==> src/rtl/regfile_pkg.sv <==
// regfile_pkg: shared state encoding and sizing constants for the register-file write arbiter
package regfile_pkg;
  typedef enum logic [1:0] {RESET, CLEAR, RUN} state_t;
  localparam int REG_ZERO = 0;
  localparam int DATA_W = 32;
  localparam int ADDR_W = 5;
  localparam int NUM_REGS = 32;
endpackage

==> src/rtl/rr_arb2.sv <==
// rr_arb2: two-way round-robin grant; the pointer side wins ties and flips after every grant
module rr_arb2 (
  input  logic clk,
  input  logic rst_n,
  input  logic en,
  input  logic valid_a,
  input  logic valid_b,
  output logic ready_a,
  output logic ready_b
);
  logic ptr_q, ptr_d;
  always_comb begin
    ready_a = en && valid_a && (!valid_b || !ptr_q);
    ready_b = en && valid_b && (!valid_a || ptr_q);
    ptr_d = (ready_a || ready_b) ? !ptr_q : ptr_q;
  end
  always_ff @(posedge clk) begin
    if (!rst_n) ptr_q <= 1'b0;
    else ptr_q <= ptr_d;
  end
endmodule

==> src/rtl/regfile_write_arbiter.sv <==
// regfile_write_arbiter: owns the register file write port; zeroes the file after reset,
// then shares the port between two valid/ready requesters with round-robin priority.
module regfile_write_arbiter #(
  parameter int DATA_W = regfile_pkg::DATA_W,
  parameter int ADDR_W = regfile_pkg::ADDR_W,
  parameter int NUM_REGS = regfile_pkg::NUM_REGS,
  parameter bit CLEAR_ON_RESET = 1'b1
) (
  input  logic              Clk,
  input  logic              Rst_n,
  input  logic              ReqValidA,
  input  logic [ADDR_W-1:0] ReqAddrA,
  input  logic [DATA_W-1:0] ReqDataA,
  output logic              ReqReadyA,
  input  logic              ReqValidB,
  input  logic [ADDR_W-1:0] ReqAddrB,
  input  logic [DATA_W-1:0] ReqDataB,
  output logic              ReqReadyB,
  output logic [ADDR_W-1:0] WriteRegister,
  output logic [DATA_W-1:0] WriteData,
  output logic              RegWrite,
  output logic              InitDone
);
  import regfile_pkg::*;
  localparam logic [ADDR_W-1:0] LAST_REG = ADDR_W'(NUM_REGS - 1);
  localparam logic [ADDR_W-1:0] ZERO_REG = ADDR_W'(REG_ZERO);
  state_t state_q, state_d;
  logic [ADDR_W-1:0] cnt_q, cnt_d, waddr_q, waddr_d;
  logic [DATA_W-1:0] wdata_q, wdata_d;
  logic wen_q, wen_d, done_q, done_d;
  rr_arb2 u_arb (
    .clk(Clk),
    .rst_n(Rst_n),
    .en(state_q == RUN),
    .valid_a(ReqValidA),
    .valid_b(ReqValidB),
    .ready_a(ReqReadyA),
    .ready_b(ReqReadyB)
  );
  always_comb begin
    state_d = state_q;
    cnt_d = cnt_q;
    waddr_d = waddr_q;
    wdata_d = wdata_q;
    wen_d = 1'b0;
    done_d = done_q;
    case (state_q)
      RESET: begin
        if (CLEAR_ON_RESET) begin
          state_d = CLEAR;
          wen_d = 1'b1;
          waddr_d = cnt_q;
          wdata_d = '0;
          cnt_d = cnt_q + 1'b1;
        end else begin
          state_d = RUN;
          done_d = 1'b1;
        end
      end
      CLEAR: begin
        if (waddr_q == LAST_REG) begin
          state_d = RUN;
          done_d = 1'b1;
        end else begin
          wen_d = 1'b1;
          waddr_d = cnt_q;
          cnt_d = cnt_q + 1'b1;
        end
      end
      RUN: begin
        if (ReqReadyA || ReqReadyB) begin
          waddr_d = ReqReadyA ? ReqAddrA : ReqAddrB;
          wdata_d = ReqReadyA ? ReqDataA : ReqDataB;
          wen_d = waddr_d != ZERO_REG;
        end
      end
      default: state_d = RESET;
    endcase
  end
  always_ff @(posedge Clk) begin
    if (!Rst_n) begin
      state_q <= RESET;
      cnt_q <= ADDR_W'(1);
      waddr_q <= '0;
      wdata_q <= '0;
      wen_q <= 1'b0;
      done_q <= 1'b0;
    end else begin
      state_q <= state_d;
      cnt_q <= cnt_d;
      waddr_q <= waddr_d;
      wdata_q <= wdata_d;
      wen_q <= wen_d;
      done_q <= done_d;
    end
  end
  assign WriteRegister = waddr_q;
  assign WriteData = wdata_q;
  assign RegWrite = wen_q;
  assign InitDone = done_q;
endmodule
==> config.mk <==
export PLATFORM = sky130hd
export DESIGN_NAME = regfile_write_arbiter
export DESIGN_NICKNAME = d
export VERILOG_FILES = /design/src/rtl/regfile_pkg.sv /design/src/rtl/rr_arb2.sv /design/src/rtl/regfile_write_arbiter.sv
export SDC_FILE = /design/constraint.sdc
export NUM_CORES = 1
export LEC_CHECK = 0
export CAP_MARGIN = 20
export CORE_ASPECT_RATIO = 1.5
export CORE_UTILIZATION = 40
export CTS_CLUSTER_DIAMETER = 40
export CTS_CLUSTER_SIZE = 14
export DETAILED_ROUTE_END_ITERATION = 10
export HOLD_SLACK_MARGIN = 0.03
export PLACE_DENSITY = 0.81
export SLEW_MARGIN = 20
export SYNTH_ARGS = -nofsm -noshare
export SYNTH_HDL_FRONTEND = slang
export SYNTH_SLANG_ARGS = --single-unit
==> constraint.sdc <==
create_clock -name Clk -period 1.65 [get_ports Clk]
set_clock_uncertainty 0.1 [all_clocks]
set_input_delay 0.165 -clock Clk [delete_from_list [all_inputs] [get_ports Clk]]
set_output_delay 0.165 -clock Clk [all_outputs]
set_load 0.1 [all_outputs]
==> results.json <==
{
  "status": "complete, no violations",
  "finalSetupTns_ns": 0,
  "r2r_setup_slack_ns": 0.11,
  "worstPathArrival_ns": 1.33,
  "p_seq_share_pct": 50.6,
  "cts_root_buffer": "clkbuf_8",
  "peakVddDrop_mv": 0.4910,
  "required_ns": 1.38,
  "cpPeakStageDelay_ns": 0.42,
  "cap_viol_max_count": 0,
  "grt_max_degree": 41,
  "cellLeakagePower_nw": 1.639,
  "fmaxAchievable_ghz": 0.6270,
  "die_h_um": 94.74,
  "track_usage_pct": 23.59,
  "grt_pass1_vias": 2308,
  "p_switching_uw": 586.9,
  "critPathSlowestCell": "dfxtp_1",
  "dp_slack_ns": -0.1587,
  "p_clk_share_pct": 28.5,
  "synthCells": 259,
  "syn2layout_area_growth_pct": 83.20,
  "hold_viol": 0,
  "synth-warning-count": 0,
  "crit_path_end_kind": "output port",
  "initial_utilization_pct": 41.76,
  "layout_min_cycle_time_ns": 1.595,
  "drtAntennaViolNets": 0,
  "drive_gt1_share_pct": 20.31,
  "clkTransAtPathRegs_ns": 0.08,
  "drc": 0,
  "routed_wirelength_um": 6984,
  "switching_share_pct": 25.39,
  "dieArea_um2": 6047,
  "grt_overflow": 0,
  "std_cell_rows": 33,
  "synth_fp_nets": 338,
  "path_cells": "a21boi_4, buf_4, and2_2, buf_12",
  "synth_area_um2": 2293,
  "internal-power_mw": 1.725,
  "finalCritPeriodShare_pct": 96.67,
  "antenna_found_initial": 0,
  "synth_area_per_cell_um2": 8.855,
  "critical_path_class": "register to output port",
  "wire_per_inst_um": 15.22,
  "htree_levels": 2,
  "dieWidth_um": 63.83,
  "vias": 2325,
  "power.combinational.fraction_pct": 20.9,
  "seq_area_frac_synth_pct": 41.03,
  "dr.pass1.iters": 4,
  "pin_count": 119,
  "fin_cells": 459,
  "grt_setup_unrepaired": "no",
  "routed_via_density": 5.065,
  "clk_latency_ns": 0.30,
  "drv_slew": 0,
  "coreArea_um2": 5492,
  "fin_ws_ns": 0.05498,
  "powerDensity_nw_per_um2": 550.2,
  "hold_path_class": "register to register",
  "yosys.cell_types.count": 33,
  "maxSlewHeadroom_pct": 82.79,
  "antenna_cells": 0,
  "crit_path_start_kind": "register",
  "cts.sinks": 47,
  "setup_viol": 0,
  "drt_iter0_drc": 59,
  "nets": 467,
  "worst_pin_slew_ns": 0.2510,
  "grt_pass1_wl_um": 10960,
  "path_max_fanout": 3,
  "port_buffers": 118,
  "cts_buffers": 5,
  "synth_seq_cells": 47,
  "place_congestion": 0.8417,
  "dpl.hpwl_um": 5274,
  "cts_hold_buffers": 0,
  "placed_cells": 446,
  "clock_path_buffers": 2,
  "tritoncts": "built"
}
[flip-flops by register name, summed over array words and instances (netlist names)]
| register | count |
|---|---|
| InitDone | 1 |
| RegWrite | 1 |
| WriteData | 32 |
| WriteRegister | 5 |
| cnt_q | 5 |
| state_q | 2 |
| u_arb.ptr_q | 1 |
[layer usage]
layer	share of wire, %	wire (um)	GRT usage (%)	vias to the layer above
met5	0	0	0	-
met4	2.3	163	10.23	0
met3	4.6	318	3.865	13
met2	57	3977	46.63	79
met1	36	2525	23.61	1078
li1	-	-	-	1155
[cell type report]
class,count,area [um^2]
flip-flops and latches,47,963.4
repair buffers,140,1800
fillers,363,1290
multi-input cells,192,1262
well taps,70,87.58
inverters,2,7.507
clock inverters,2,7.507
clock buffers,6,72.57
[critical path, delay by kind of cell (launching register included)]
kind	cells	cell delay, ns
AO/OA/AOI/OAI	1	0.07
buffers and inverters	2	0.32
flip-flops	1	0.42
AND/OR/NAND/NOR	1	0.21
[cells in the mapped netlist (all sizes together)]
library cell  number  share of area, %
nand4              1              0.27
nor2b              2              0.55
nand3              1              0.22
buf                6               2.2
nor3               2              0.44
nor2              13               2.1
clkbuf            12               2.0
xor2               4               1.5
dfxtp             47                41
mux2i             36                16
and3               6               1.6
a21boi             1              0.82
a211o              1              0.38
or4                2              0.65
o21a               7               2.3
a21o               1              0.33
inv                2              0.33
ha                 1              0.55
a22oi              7               2.3
o21ai              3              0.65
or2               30               8.2
a211oi             1              0.33
a21oi             31               6.8
or2b               1              0.33
and2               1              0.27
a32o               2              0.87
nand2             32               5.2
o2111ai            1              0.38
o211ai             5               1.6
[per-stage QoR]
stage          cell area (um^2)  util [%]  hold slack (ns)  power [mW]
2_1_floorplan              2315         -           0.3076       1.396
3_3_place_gp               4066     74.05           0.3747       1.666
3_5_place_dp               4066     74.05           0.3817       1.674
4_1_cts                    4177     76.05           0.3929       2.328
5_1_grt                    4202     76.51           0.4157       2.410
6_report                   4202     76.51           0.3888       2.312
[final timing paths]
path	start	to	depth (start not counted)
worst min register to register	WriteData[11]$_SDFFE_PN0P_	WriteData[11]$_SDFFE_PN0P_	2
worst min-delay path	WriteData[11]$_SDFFE_PN0P_	WriteData[11]$_SDFFE_PN0P_	2
worst max-delay path	u_arb.ptr_q$_SDFFE_PN0N_	ReqReadyA	4
worst max register to register	u_arb.ptr_q$_SDFFE_PN0N_	WriteData[31]$_SDFFE_PN0P_	6
[power groups by stage]
stage	Combinational, mW	Clock, mW	Sequential (mW)
finish	0.483	0.659	1.17
global route	0.514	0.723	1.17
CTS	0.484	0.673	1.17
detailed placement	0.477	0	1.20
global placement	0.469	0	1.20
floorplan	0.151	0	1.24
[timing repair]
item | in CTS | in global routing
gates resized for setup | 6 | 1
pin swaps | 0 | 1
buffers inserted | 2 | 3
setup endpoints to repair | 2 | 9
[placed cells by master (no fill, tap or decap), types with 2 or more instances in the layout]
master and count:
clkbuf_8 5, and3_1 5, xor2_1 4, buf_4 17, a21oi_1 31, clkdlybuf4s50_1 76
mux2i_1 36, nor3_1 2, buf_6 2, a22oi_1 7, inv_1 2, o21a_1 7
or2_1 30, nor2_1 13, or4_1 2, buf_12 44, nand2_1 32, a32o_1 2
dfxtp_1 41, clkinv_1 2, o211ai_1 5, dfxtp_4 6
[logic make-up (layout without fill, tap and decap cells)]
| family | count (synthesis) | count (layout) | synth area share (%) |
|---|---|---|---|
| XOR/XNOR | 4 | 4 | 1.527 |
| buffers and inverters | 20 | 150 | 4.528 |
| AO/OA/AOI/OAI | 60 | 60 | 16.75 |
| AND/OR/NAND/NOR | 91 | 91 | 19.91 |
| multiplexers | 36 | 36 | 15.71 |
| flip-flops | 47 | 47 | 41.03 |
| adder cells (fa/ha/maj) | 1 | 1 | 0.5455 |
No activity file was read; power rests on OpenSTA's default activity.
